$ cat config.mk
export PLATFORM = sky130hd
export DESIGN_NAME = seq_ram_loader
export DESIGN_NICKNAME = d
export VERILOG_FILES = /design/src/rtl/seq_ram_loader.sv
export SDC_FILE = /design/constraint.sdc
export NUM_CORES = 1
export LEC_CHECK = 0
export CAP_MARGIN = 10
export CORE_ASPECT_RATIO = 2
export CORE_MARGIN = 2
export CORE_UTILIZATION = 57
export CTS_CLUSTER_SIZE = 24
export DETAILED_ROUTE_END_ITERATION = 16
export PLACE_DENSITY = 0.83
export REMOVE_ABC_BUFFERS = 1
export SYNTH_ARGS = -nofsm -noshare
export SYNTH_HDL_FRONTEND = slang
export SYNTH_SLANG_ARGS = --single-unit
$ cat constraint.sdc
create_clock -name clk -period 3.8 [get_ports clk]
set_input_delay 0.76 -clock clk [delete_from_list [all_inputs] [get_ports clk]]
set_output_delay 0.76 -clock clk [all_outputs]
set_load 0.01 [all_outputs]
$ cat src/rtl/seq_ram_loader.sv
// seq_ram_loader: packs two 2-bit nucleotide streams into 8-bit words and shares one RAM write port
//
// Ports:
//   clk, rst            clock; asynchronous active-high reset
//   start               one-cycle pulse; latches len_a/len_b and starts a load (IDLE or DONE only)
//   len_a, len_b        sequence lengths in symbols
//   a_valid, a_sym      sequence A symbol stream, handshaken with a_ready
//   b_valid, b_sym      sequence B symbol stream, handshaken with b_ready
//   ram_we              registered one-cycle write strobe
//   ram_sel             target bank (0 = A, 1 = B)
//   ram_addr            word address within the selected bank
//   ram_wdata           packed word, slot 0 in the LSBs
//   busy                high while loading
//   done_a, done_b      stream fully written; held until the next start
//   done                both streams written
//
// Build option: define SEQ_LOADER_RR_EN for round-robin arbitration; otherwise A has fixed priority.
module seq_ram_loader #(
    parameter int SYM_W         = 2,
    parameter int SYMS_PER_WORD = 4,
    parameter int ADDR_W        = 6,
    parameter int LEN_W         = 8
) (
    input  logic                           clk,
    input  logic                           rst,
    input  logic                           start,
    input  logic [LEN_W-1:0]               len_a,
    input  logic [LEN_W-1:0]               len_b,
    input  logic                           a_valid,
    input  logic [SYM_W-1:0]               a_sym,
    input  logic                           b_valid,
    input  logic [SYM_W-1:0]               b_sym,
    output logic                           a_ready,
    output logic                           b_ready,
    output logic                           ram_we,
    output logic                           ram_sel,
    output logic [ADDR_W-1:0]              ram_addr,
    output logic [SYM_W*SYMS_PER_WORD-1:0] ram_wdata,
    output logic                           busy,
    output logic                           done_a,
    output logic                           done_b,
    output logic                           done
);
    localparam int WORD_W = SYM_W * SYMS_PER_WORD;
    localparam int SLOT_W = $clog2(SYMS_PER_WORD);

    typedef enum logic [1:0] {IDLE, LOAD, DONE} state_t;

    state_t              state_q, state_d;
    logic [LEN_W-1:0]    len_q  [2];
    logic [LEN_W-1:0]    len_d  [2];
    logic [LEN_W-1:0]    cnt_q  [2];
    logic [LEN_W-1:0]    cnt_d  [2];
    logic [WORD_W-1:0]   pack_q [2];
    logic [WORD_W-1:0]   pack_d [2];
    logic [SLOT_W-1:0]   slot_q [2];
    logic [SLOT_W-1:0]   slot_d [2];
    logic [ADDR_W-1:0]   addr_q [2];
    logic [ADDR_W-1:0]   addr_d [2];
    logic [SYM_W-1:0]    sym    [2];
    logic [1:0]          pend_q, pend_d, done_q, done_d;
    logic [1:0]          vld, rdy, fire, gnt;
    logic                restart;
    logic                ram_we_q, ram_we_d, ram_sel_q, ram_sel_d;
    logic [ADDR_W-1:0]   ram_addr_q, ram_addr_d;
    logic [WORD_W-1:0]   ram_wdata_q, ram_wdata_d;
`ifdef SEQ_LOADER_RR_EN
    logic                rr_q, rr_d;
`endif

    assign vld = {b_valid, a_valid};
    assign sym[0] = a_sym;
    assign sym[1] = b_sym;

    // Arbiter: one pending word per cycle. A channel cannot re-pend before its
    // ready reasserts, so fixed priority still guarantees service to B.
`ifdef SEQ_LOADER_RR_EN
    always_comb begin
        gnt  = (pend_q[0] && !(pend_q[1] && rr_q)) ? 2'b01 : pend_q[1] ? 2'b10 : 2'b00;
        rr_d = gnt[0] ? 1'b1 : gnt[1] ? 1'b0 : rr_q;
    end
`else
    always_comb gnt = pend_q[0] ? 2'b01 : pend_q[1] ? 2'b10 : 2'b00;
`endif

    always_comb begin
        restart = start && (state_q == IDLE || state_q == DONE);
        state_d = state_q;
        if (restart)
            state_d = LOAD;
        else if (state_q == LOAD && done_q == 2'b11)
            state_d = DONE;
        pend_d = pend_q;
        done_d = done_q;
        for (int i = 0; i < 2; i++) begin
            rdy[i]    = state_q == LOAD && !pend_q[i] && cnt_q[i] < len_q[i];
            fire[i]   = vld[i] && rdy[i];
            len_d[i]  = len_q[i];
            cnt_d[i]  = cnt_q[i];
            pack_d[i] = pack_q[i];
            slot_d[i] = slot_q[i];
            addr_d[i] = addr_q[i];
            if (restart) begin
                len_d[i]  = (i == 0) ? len_a : len_b;
                cnt_d[i]  = '0;
                pack_d[i] = '0;
                slot_d[i] = '0;
                addr_d[i] = '0;
                pend_d[i] = 1'b0;
                done_d[i] = 1'b0;
            end else begin
                if (fire[i]) begin
                    for (int s = 0; s < SYMS_PER_WORD; s++)
                        if (slot_q[i] == SLOT_W'(s))
                            pack_d[i][s*SYM_W +: SYM_W] = sym[i];
                    slot_d[i] = slot_q[i] + 1'b1;
                    cnt_d[i]  = cnt_q[i] + 1'b1;
                    // Full word, or the final symbol of a short tail; the
                    // cleared pack register leaves unfilled slots at zero.
                    pend_d[i] = slot_q[i] == SLOT_W'(SYMS_PER_WORD - 1) || cnt_q[i] + 1'b1 == len_q[i];
                end
                if (gnt[i]) begin
                    pend_d[i] = 1'b0;
                    addr_d[i] = addr_q[i] + 1'b1;
                    pack_d[i] = '0;
                    slot_d[i] = '0;
                end
                done_d[i] = done_q[i] || (state_q == LOAD && cnt_q[i] == len_q[i] && !pend_q[i]);
            end
        end
        ram_we_d    = |gnt;
        ram_sel_d   = |gnt ? gnt[1] : ram_sel_q;
        ram_addr_d  = gnt[1] ? addr_q[1] : gnt[0] ? addr_q[0] : ram_addr_q;
        ram_wdata_d = gnt[1] ? pack_q[1] : gnt[0] ? pack_q[0] : ram_wdata_q;
    end

    always_ff @(posedge clk or posedge rst) begin
        if (rst) begin
            state_q     <= IDLE;
            pend_q      <= '0;
            done_q      <= '0;
            ram_we_q    <= 1'b0;
            ram_sel_q   <= 1'b0;
            ram_addr_q  <= '0;
            ram_wdata_q <= '0;
            for (int i = 0; i < 2; i++) begin
                len_q[i]  <= '0;
                cnt_q[i]  <= '0;
                pack_q[i] <= '0;
                slot_q[i] <= '0;
                addr_q[i] <= '0;
            end
        end else begin
            state_q     <= state_d;
            pend_q      <= pend_d;
            done_q      <= done_d;
            ram_we_q    <= ram_we_d;
            ram_sel_q   <= ram_sel_d;
            ram_addr_q  <= ram_addr_d;
            ram_wdata_q <= ram_wdata_d;
            for (int i = 0; i < 2; i++) begin
                len_q[i]  <= len_d[i];
                cnt_q[i]  <= cnt_d[i];
                pack_q[i] <= pack_d[i];
                slot_q[i] <= slot_d[i];
                addr_q[i] <= addr_d[i];
            end
        end
    end

`ifdef SEQ_LOADER_RR_EN
    always_ff @(posedge clk or posedge rst) begin
        if (rst)
            rr_q <= 1'b0;
        else
            rr_q <= rr_d;
    end
`endif

    assign a_ready   = rdy[0];
    assign b_ready   = rdy[1];
    assign ram_we    = ram_we_q;
    assign ram_sel   = ram_sel_q;
    assign ram_addr  = ram_addr_q;
    assign ram_wdata = ram_wdata_q;
    assign busy      = state_q == LOAD;
    assign done      = state_q == DONE;
    assign done_a    = done_q[0];
    assign done_b    = done_q[1];
endmodule

==> results.py, run 1 <==
metrics = {
    "status": {
        "status": "finished, final reports clean",
    },
    "floorplanning": {
        "core_um2": 7890,
        "initial_utilization": 0.584,
        "rows": 46,
        "ports_placed_on_the_boundary": 47,
        "die_height_um": 131,
        "die-area_um2": 8860,
        "die_width_um": 67.6,
    },
    "placement": {
        "placed_cell_area_um2": 5150,
        "gp_routability_congestion": 0.851,
        "placedCellCount": 620,
        "count_of_port_buffers_added_during_placement": 46,
        "pre_cts_ws_ns": 0.917,
        "place.detailed.hpwl_mm": 7.25,
    },
    "synth": {
        "yosysWarningCount": 0,
        "yosysSeqAreaShare": 0.467,
        "yosys.cell_types.count": 45,
        "synth_top_area_share": 0.467,
        "syn-cell-area_um2": 4600,
        "yosysTopAreaCell": "sky130_fd_sc_hd__dfrtp_1",
        "syn_avg_cell_area_um2": 9.30,
        "syn_inst": 495,
        "synth-seq-cells": 86,
        "synth.top_cells.by_area": "sky130_fd_sc_hd__dfrtp_1 47%, sky130_fd_sc_hd__ha_1 7.6%, sky130_fd_sc_hd__nand2_1 6.5%",
    },
    "global_route": {
        "via_count_of_the_first_global_routing_pass": 3806,
        "number_of_antenna_violations_at_the_first_check_in_global_routing": 0,
        "gr-total-overflow": 0,
        "globalRouteTotalUtil": 0.260,
        "grt_first_pass_wirelength_mm": 17.6,
        "grt_max_degree": 87,
    },
    "critical_path": {
        "crit_path_max_incr_delay_ns": 0.51,
        "worstPathCellList": "ha_1, nor2b_1, o211ai_1, a21oi_1, nor3_1, clkdlybuf4s50_1",
        "reg2reg_setup_slack_ns": 1.34,
        "worstReg2RegStart": "len_q[9]$_DFFE_PP0P_",
        "crit_path_top_delay_cell": "sky130_fd_sc_hd__a21oi_1",
        "r2r-end": "pack_q[9]$_DFFE_PP0P_",
        "timing.critical_path.arrival_ns": 2.49,
        "crit_path_end_kind": "output port",
        "crit_path_end": "a_ready",
        "crit_path_max_fanout": 6,
        "startpoint": "cnt_q[9]$_DFFE_PP0P_",
        "critical_path_class": "flop to output port",
        "required_ns": 3.04,
        "timing.reg2reg.worst_path_depth": 8,
        "cp-start-kind": "flop",
    },
    "power": {
        "max-vdd-ir-drop_mv": 0.484,
        "cellLeakagePower_nw": 2.42,
        "cellPowerDensity_nw_per_um2": 755,
    },
    "clock_network": {
        "tritoncts_clock_tree": "built",
        "buffer_type_at_the_clock_tree_root": "sky130_fd_sc_hd__clkbuf_16",
        "clock_insertion_delay_worst_skew_ns": 0.34,
        "post_cts_resize_count": 0,
        "cts_sinks": 86,
        "cts_hold_bufs": 0,
        "clk_transition_reported_paths_ns": 0.06,
        "count_of_h_tree_levels_built_during_cts": 3,
        "clock_path_buffers": 2,
        "post_cts_setup_buffer_count": 0,
        "numCtsBuffers": 9,
    },
    "routing": {
        "overall_routed_net_length_mm": 10.3,
        "routedWlPerCell_um": 16.2,
        "num_vias": 3673,
        "drt_pre_antenna_iters": 4,
        "antenna_violating_nets_post_route": 0,
        "initialDrtViolationCount": 281,
        "detail_route.vias_per_cell": 5.78,
        "drc": 0,
    },
    "sta": {
        "unrepaired_setup_endpoints_after_global_routing": "false",
        "final_hold_viol_count": 0,
        "setup-violations-final": 0,
        "hold_ws_ns": 0.484,
        "fin_setup_tns_ns": 0,
        "maxSlewViolCount": 0,
        "fin_crit_ns": 3.25,
        "timing.slew.headroom": 0.483,
        "fin_ws_ns": 0.550,
        "worst-slew-pin-transition_ns": 0.772,
        "min_period_over_period": 0.855,
        "fmaxAchievable_mhz": 308,
        "worst_clock_skew_ns": 0.00472,
    },
    "hold_path": {
        "worstHoldPathType": "flop to flop",
    },
    "cells_and_area": {
        "instances_no_fill": 636,
        "layout-drive-gt1-share": 0.0574,
        "area_of_all_placed_cells_without_fillers_um2": 5460,
        "area.growth.synth_to_final_pct": 18.6,
        "total_inserted_antenna_cells": 0,
        "nets": 588,
        "fillerInstances": 583,
    },
    "run": {
        "max_cap_viol_count": 0,
    },
}
[cells in the mapped netlist, drive strengths merged]
cell type,instances
ha,28
nor3,6
a31o,3
a2111oi,1
o21ai,54
o311ai,2
nor4,6
and2b,2
buf,8
and3,3
o21a,1
nand2,81
nand4,9
nand2b,2
a41oi,2
a222oi,1
o31a,1
mux2i,23
mux2,1
nor4b,1
a21o,3
and4,1
nand3,20
a31oi,4
and2,8
xnor2,16
inv,26
xor2,12
a21oi,13
o211ai,2
nor2b,8
or2,1
a22o,1
dfrtp,86
nand3b,2
or3,3
o31ai,2
or4b,1
nor2,35
clkbuf,16
[layer usage]
layer  up-vias  track usage  wire length [µm]
met5         -            0                 0
met4         0        0.127               399
met3        33       0.0394               340
met2        95        0.460              5820
met1      1773        0.288              3760
li1       1772            -                 -
[how the worst min path moves through the flow]
stage / start / end / cells after the start
2_1_floorplan: len_q[0]$_DFFE_PP0P_ / len_q[0]$_DFFE_PP0P_ / 2
3_3_place_gp: pack_q[8]$_DFFE_PP0P_ / ram_wdata[0]$_DFFE_PP0P_ / 2
3_5_place_dp: pack_q[12]$_DFFE_PP0P_ / ram_wdata[4]$_DFFE_PP0P_ / 2
4_1_cts: pack_q[12]$_DFFE_PP0P_ / ram_wdata[4]$_DFFE_PP0P_ / 2
5_1_grt: pack_q[12]$_DFFE_PP0P_ / ram_wdata[4]$_DFFE_PP0P_ / 2
6_report: pack_q[12]$_DFFE_PP0P_ / ram_wdata[4]$_DFFE_PP0P_ / 2
[flip-flops by register name (all words and copies together) (netlist names)]
register and flops:
len_q 16, state_q 2, ram_sel 1, pack_q 16, ram_we 1, pend_q 2, slot_q 4, ram_addr 6
done_q 2, ram_wdata 8, cnt_q 16, addr_q 12
[cell families after synthesis]
| kind of cell | after synthesis | share of synthesized area |
|---|---|---|
| and+or+nand+nor | 189 | 0.195 |
| adders and majority gates | 28 | 0.0761 |
| buffers and inverters | 50 | 0.0437 |
| AOI/OAI and AO/OA | 90 | 0.113 |
| DFF | 86 | 0.467 |
| xor gates and xnor gates | 28 | 0.0533 |
| muxes | 24 | 0.0524 |
[where the power goes]
group / total [mW] / internal, mW / switching (mW)
clock network: 0.898 / 0.531 / 0.367
registers: 1.59 / 1.27 / 0.320
logic: 1.63 / 0.744 / 0.884
[worst max-delay path: cells and delay by family (launching register included)]
kind	cells	cell delay (ns)
AOI/OAI and AO/OA	2	0.61
adders and majority gates	1	0.31
buffers and inverters	1	0.51
DFF	1	0.43
and+or+nand+nor	2	0.28
[layout by cell type, fill, tap and decap left out, types with 8 or more instances in the layout]
master / instances
sky130_fd_sc_hd__xnor2_1: 16
sky130_fd_sc_hd__nor2b_1: 8
sky130_fd_sc_hd__o21ai_0: 54
sky130_fd_sc_hd__clkdlybuf4s50_1: 46
sky130_fd_sc_hd__ha_1: 28
sky130_fd_sc_hd__nand3_1: 20
sky130_fd_sc_hd__inv_1: 25
sky130_fd_sc_hd__nand2_1: 80
sky130_fd_sc_hd__xor2_1: 12
sky130_fd_sc_hd__and2_1: 8
sky130_fd_sc_hd__nand4_1: 9
sky130_fd_sc_hd__clkbuf_16: 9
sky130_fd_sc_hd__mux2i_1: 23
sky130_fd_sc_hd__dfrtp_1: 86
sky130_fd_sc_hd__nor2_1: 35
sky130_fd_sc_hd__a21oi_1: 13
[final cells by class]
class | count | area (µm²) | area share
clock buffers | 10 | 239 | 0.0438
inverters | 26 | 98.8 | 0.0181
clock inverters | 6 | 67.6 | 0.0124
well taps | 96 | 120 | 0.0220
multi-input cells | 359 | 2260 | 0.413
repair buffers | 53 | 526 | 0.0963
flip-flops and latches | 86 | 2150 | 0.394
[per-stage QoR]
stage,utilization,power (mW)
3_5_place_dp,0.653,3.20
5_1_grt,0.692,4.41
6_report,0.692,4.12
2_1_floorplan,-,2.60
4_1_cts,0.692,4.14
3_3_place_gp,0.653,3.10
No activity file was read; power rests on OpenSTA's default activity.
==> run 2, diff against run 1 <==
--- a/config.mk
+++ b/config.mk
@@ -5,13 +5,15 @@
 export SDC_FILE = /design/constraint.sdc
 export NUM_CORES = 1
 export LEC_CHECK = 0
+export ABC_CLOCK_PERIOD_IN_PS = 3800
 export CAP_MARGIN = 10
 export CORE_ASPECT_RATIO = 2
 export CORE_MARGIN = 2
-export CORE_UTILIZATION = 57
+export CORE_UTILIZATION = 50
 export CTS_CLUSTER_SIZE = 24
 export DETAILED_ROUTE_END_ITERATION = 16
-export PLACE_DENSITY = 0.83
+export GPL_TIMING_DRIVEN = 0
+export PLACE_DENSITY = 0.75
 export REMOVE_ABC_BUFFERS = 1
 export SYNTH_ARGS = -nofsm -noshare
 export SYNTH_HDL_FRONTEND = slang
==> run 2 against run 1 <==
Clock-buffer cell count is 1 higher. Utilization decreased by 7.8 points. Clock power up 12%. Routed wire length is 3.2% lower. Register-to-register slack worse by 0.21 ns. Design area rose by 0.78%. Critical endpoint unchanged. Critical path type unchanged.
==> results.py, run 2 (same netlist as run 1, synthesis figures left out) <==
metrics = {
    "status": {
        "status": "finished, final reports clean",
    },
    "global_route": {
        "number_of_antenna_violations_at_the_first_check_in_global_routing": 0,
        "grt_max_degree": 70,
        "globalRouteTotalUtil": 0.216,
        "grt_first_pass_wirelength_mm": 16.9,
        "via_count_of_the_first_global_routing_pass": 3670,
        "gr-total-overflow": 0,
    },
    "routing": {
        "antenna_violating_nets_post_route": 0,
        "wl_met1_mm": 3.81,
        "dr.max_layer_used": "met4",
        "detail_route.vias_per_cell": 5.65,
        "num_vias": 3598,
        "drc": 0,
        "initialDrtViolationCount": 250,
        "routedWlPerCell_um": 15.7,
        "route.met2.wl_mm": 5.50,
        "overall_routed_net_length_mm": 9.99,
        "detailed_routed_wire_length_on_met3_um": 415,
        "drt_pre_antenna_iters": 7,
    },
    "sta": {
        "min_period_over_period": 0.869,
        "fin_crit_ns": 3.30,
        "worst-slew-pin-transition_ns": 1.03,
        "timing.slew.headroom": 0.313,
        "maxSlewViolCount": 0,
        "fmaxAchievable_mhz": 303,
        "worst_clock_skew_ns": 0.00829,
        "setup-violations-final": 0,
        "final_hold_viol_count": 0,
        "fin_ws_ns": 0.497,
        "unrepaired_setup_endpoints_after_global_routing": "false",
    },
    "floorplanning": {
        "ports_placed_on_the_boundary": 47,
        "core_um2": 8950,
        "rows": 49,
        "initial_utilization": 0.514,
        "die_height_um": 140,
        "die-area_um2": 10000,
        "die_width_um": 71.9,
    },
    "clock_network": {
        "clock_insertion_delay_worst_skew_ns": 0.34,
        "clk_transition_reported_paths_ns": 0.06,
        "post_cts_setup_buffer_count": 0,
        "post_cts_resize_count": 0,
        "count_of_h_tree_levels_built_during_cts": 3,
        "cts_sinks": 86,
        "tritoncts_clock_tree": "built",
        "cts_hold_bufs": 0,
        "numCtsBuffers": 9,
        "buffer_type_at_the_clock_tree_root": "sky130_fd_sc_hd__clkbuf_16",
        "clock_path_buffers": 2,
    },
    "cells_and_area": {
        "layout-drive-gt1-share": 0.0486,
        "most-common-layout-cells": "86 x sky130_fd_sc_hd__dfrtp_1, 80 x sky130_fd_sc_hd__nand2_1, 54 x sky130_fd_sc_hd__o21ai_0, 46 x sky130_fd_sc_hd__clkdlybuf4s50_1, 35 x sky130_fd_sc_hd__nor2_1",
        "area.growth.synth_to_final_pct": 19.5,
        "nets": 584,
        "reg.largest.list": "cnt_q (16), len_q (16), pack_q (16)",
        "area_of_all_placed_cells_without_fillers_um2": 5500,
        "final_core_util": 0.615,
        "total_inserted_antenna_cells": 0,
        "layout.cells.most_common": "sky130_fd_sc_hd__dfrtp_1",
    },
    "critical_path": {
        "required_ns": 3.04,
        "crit_path_end_kind": "output port",
        "worstPathCellList": "ha_1, nand4_1, a21oi_1, nor3_1, clkdlybuf4s50_1",
        "worst-path-buf-inv": 1,
        "timing.critical_path.arrival_ns": 2.54,
        "crit_path_top_delay_cell": "sky130_fd_sc_hd__a21oi_1",
        "crit_path_max_incr_delay_ns": 0.64,
        "critical_path_class": "flop to output port",
        "crit_path_max_fanout": 6,
        "family_of_cells_with_the_greatest_summed_delay_on_the_critical_path": "compound AO/OA/AOI/OAI gates",
        "cp-start-kind": "flop",
    },
    "placement": {
        "gp_routability_congestion": 0.890,
        "placed_cell_area_um2": 5140,
        "pre_cts_ws_ns": 0.854,
        "count_of_port_buffers_added_during_placement": 46,
        "place.detailed.hpwl_mm": 7.09,
    },
    "run": {
        "max_cap_viol_count": 0,
    },
    "power": {
        "cellLeakagePower_nw": 2.43,
        "sequentialPowerShare": 0.391,
        "pwr-share-clk": 0.241,
        "cellPowerDensity_nw_per_um2": 760,
        "power.net_switching_mw": 1.51,
        "power.switching_fraction": 0.362,
        "p_int_mw": 2.67,
        "power.combinational.fraction": 0.369,
        "max-vdd-ir-drop_mv": 0.463,
    },
    "hold_path": {
        "worstHoldPathType": "flop to flop",
    },
}
[run 2: cell types whose count changed in the layout (fill, tap and decap cells not counted), sizes merged]
cell,previous run,this run
clkinvlp,2,0
clkbuf,10,11
bufinv,1,3
buf,7,3
clkinv,2,1
inv,27,26
[run 2: metrics by stage]
step           cells  setup TNS (ns)  hold WS, ns  power (mW)
2_1_floorplan    471               0        0.452        2.60
3_3_place_gp     619          -42.83        0.466        3.09
3_5_place_dp     621               0        0.481        3.18
4_1_cts          636               0        0.492        4.20
5_1_grt          637               0        0.527        4.51
6_report         637               0        0.487        4.18
[run 2: area by class of cell]
class / count / area (µm²)
fillers: 723 / 3450
multi-input cells: 359 / 2260
flip-flops and latches: 86 / 2150
repair buffers: 49 / 527
clock buffers: 11 / 243
well taps: 102 / 128
inverters: 26 / 100
clock inverters: 4 / 95.1
[run 2: power by group through the flow]
stage               sequential, mW  combinational, mW  clock [mW]
CTS                           1.64               1.54        1.02
detailed placement            1.65               1.53           0
global route                  1.69               1.76        1.06
finish                        1.63               1.54        1.01
global placement              1.64               1.46           0
floorplan                     1.58               1.02           0
[run 2: final timing paths]
kind / start / to / slack [ns] / depth (start not counted)
setup reg to reg: pend_q[1]$_DFFE_PP0P_ / pack_q[6]$_DFFE_PP0P_ / 1.13 / 6
hold reg to reg: pack_q[9]$_DFFE_PP0P_ / ram_wdata[1]$_DFFE_PP0P_ / 0.49 / 2
max in group asynchronous: rst / cnt_q[12]$_DFFE_PP0P_ / 2.49 / 3
setup / recovery: cnt_q[14]$_DFFE_PP0P_ / a_ready / 0.50 / 5
min in group asynchronous: rst / len_q[1]$_DFFE_PP0P_ / 0.71 / 2
hold / removal: pack_q[9]$_DFFE_PP0P_ / ram_wdata[1]$_DFFE_PP0P_ / 0.49 / 2
[run 2: tightest hold or removal path, stage by stage (launching register included)]
cell and delay, ns:
sky130_fd_sc_hd__dfrtp_1 0.34, sky130_fd_sc_hd__nand2_1 0.05, sky130_fd_sc_hd__o21ai_0 0.06
[run 2: routing by layer]
metal,track usage,vias to the layer above
li1,-,1763
met1,0.246,1727
met2,0.378,88
met3,0.0442,20
met4,0.0983,0
met5,0,-
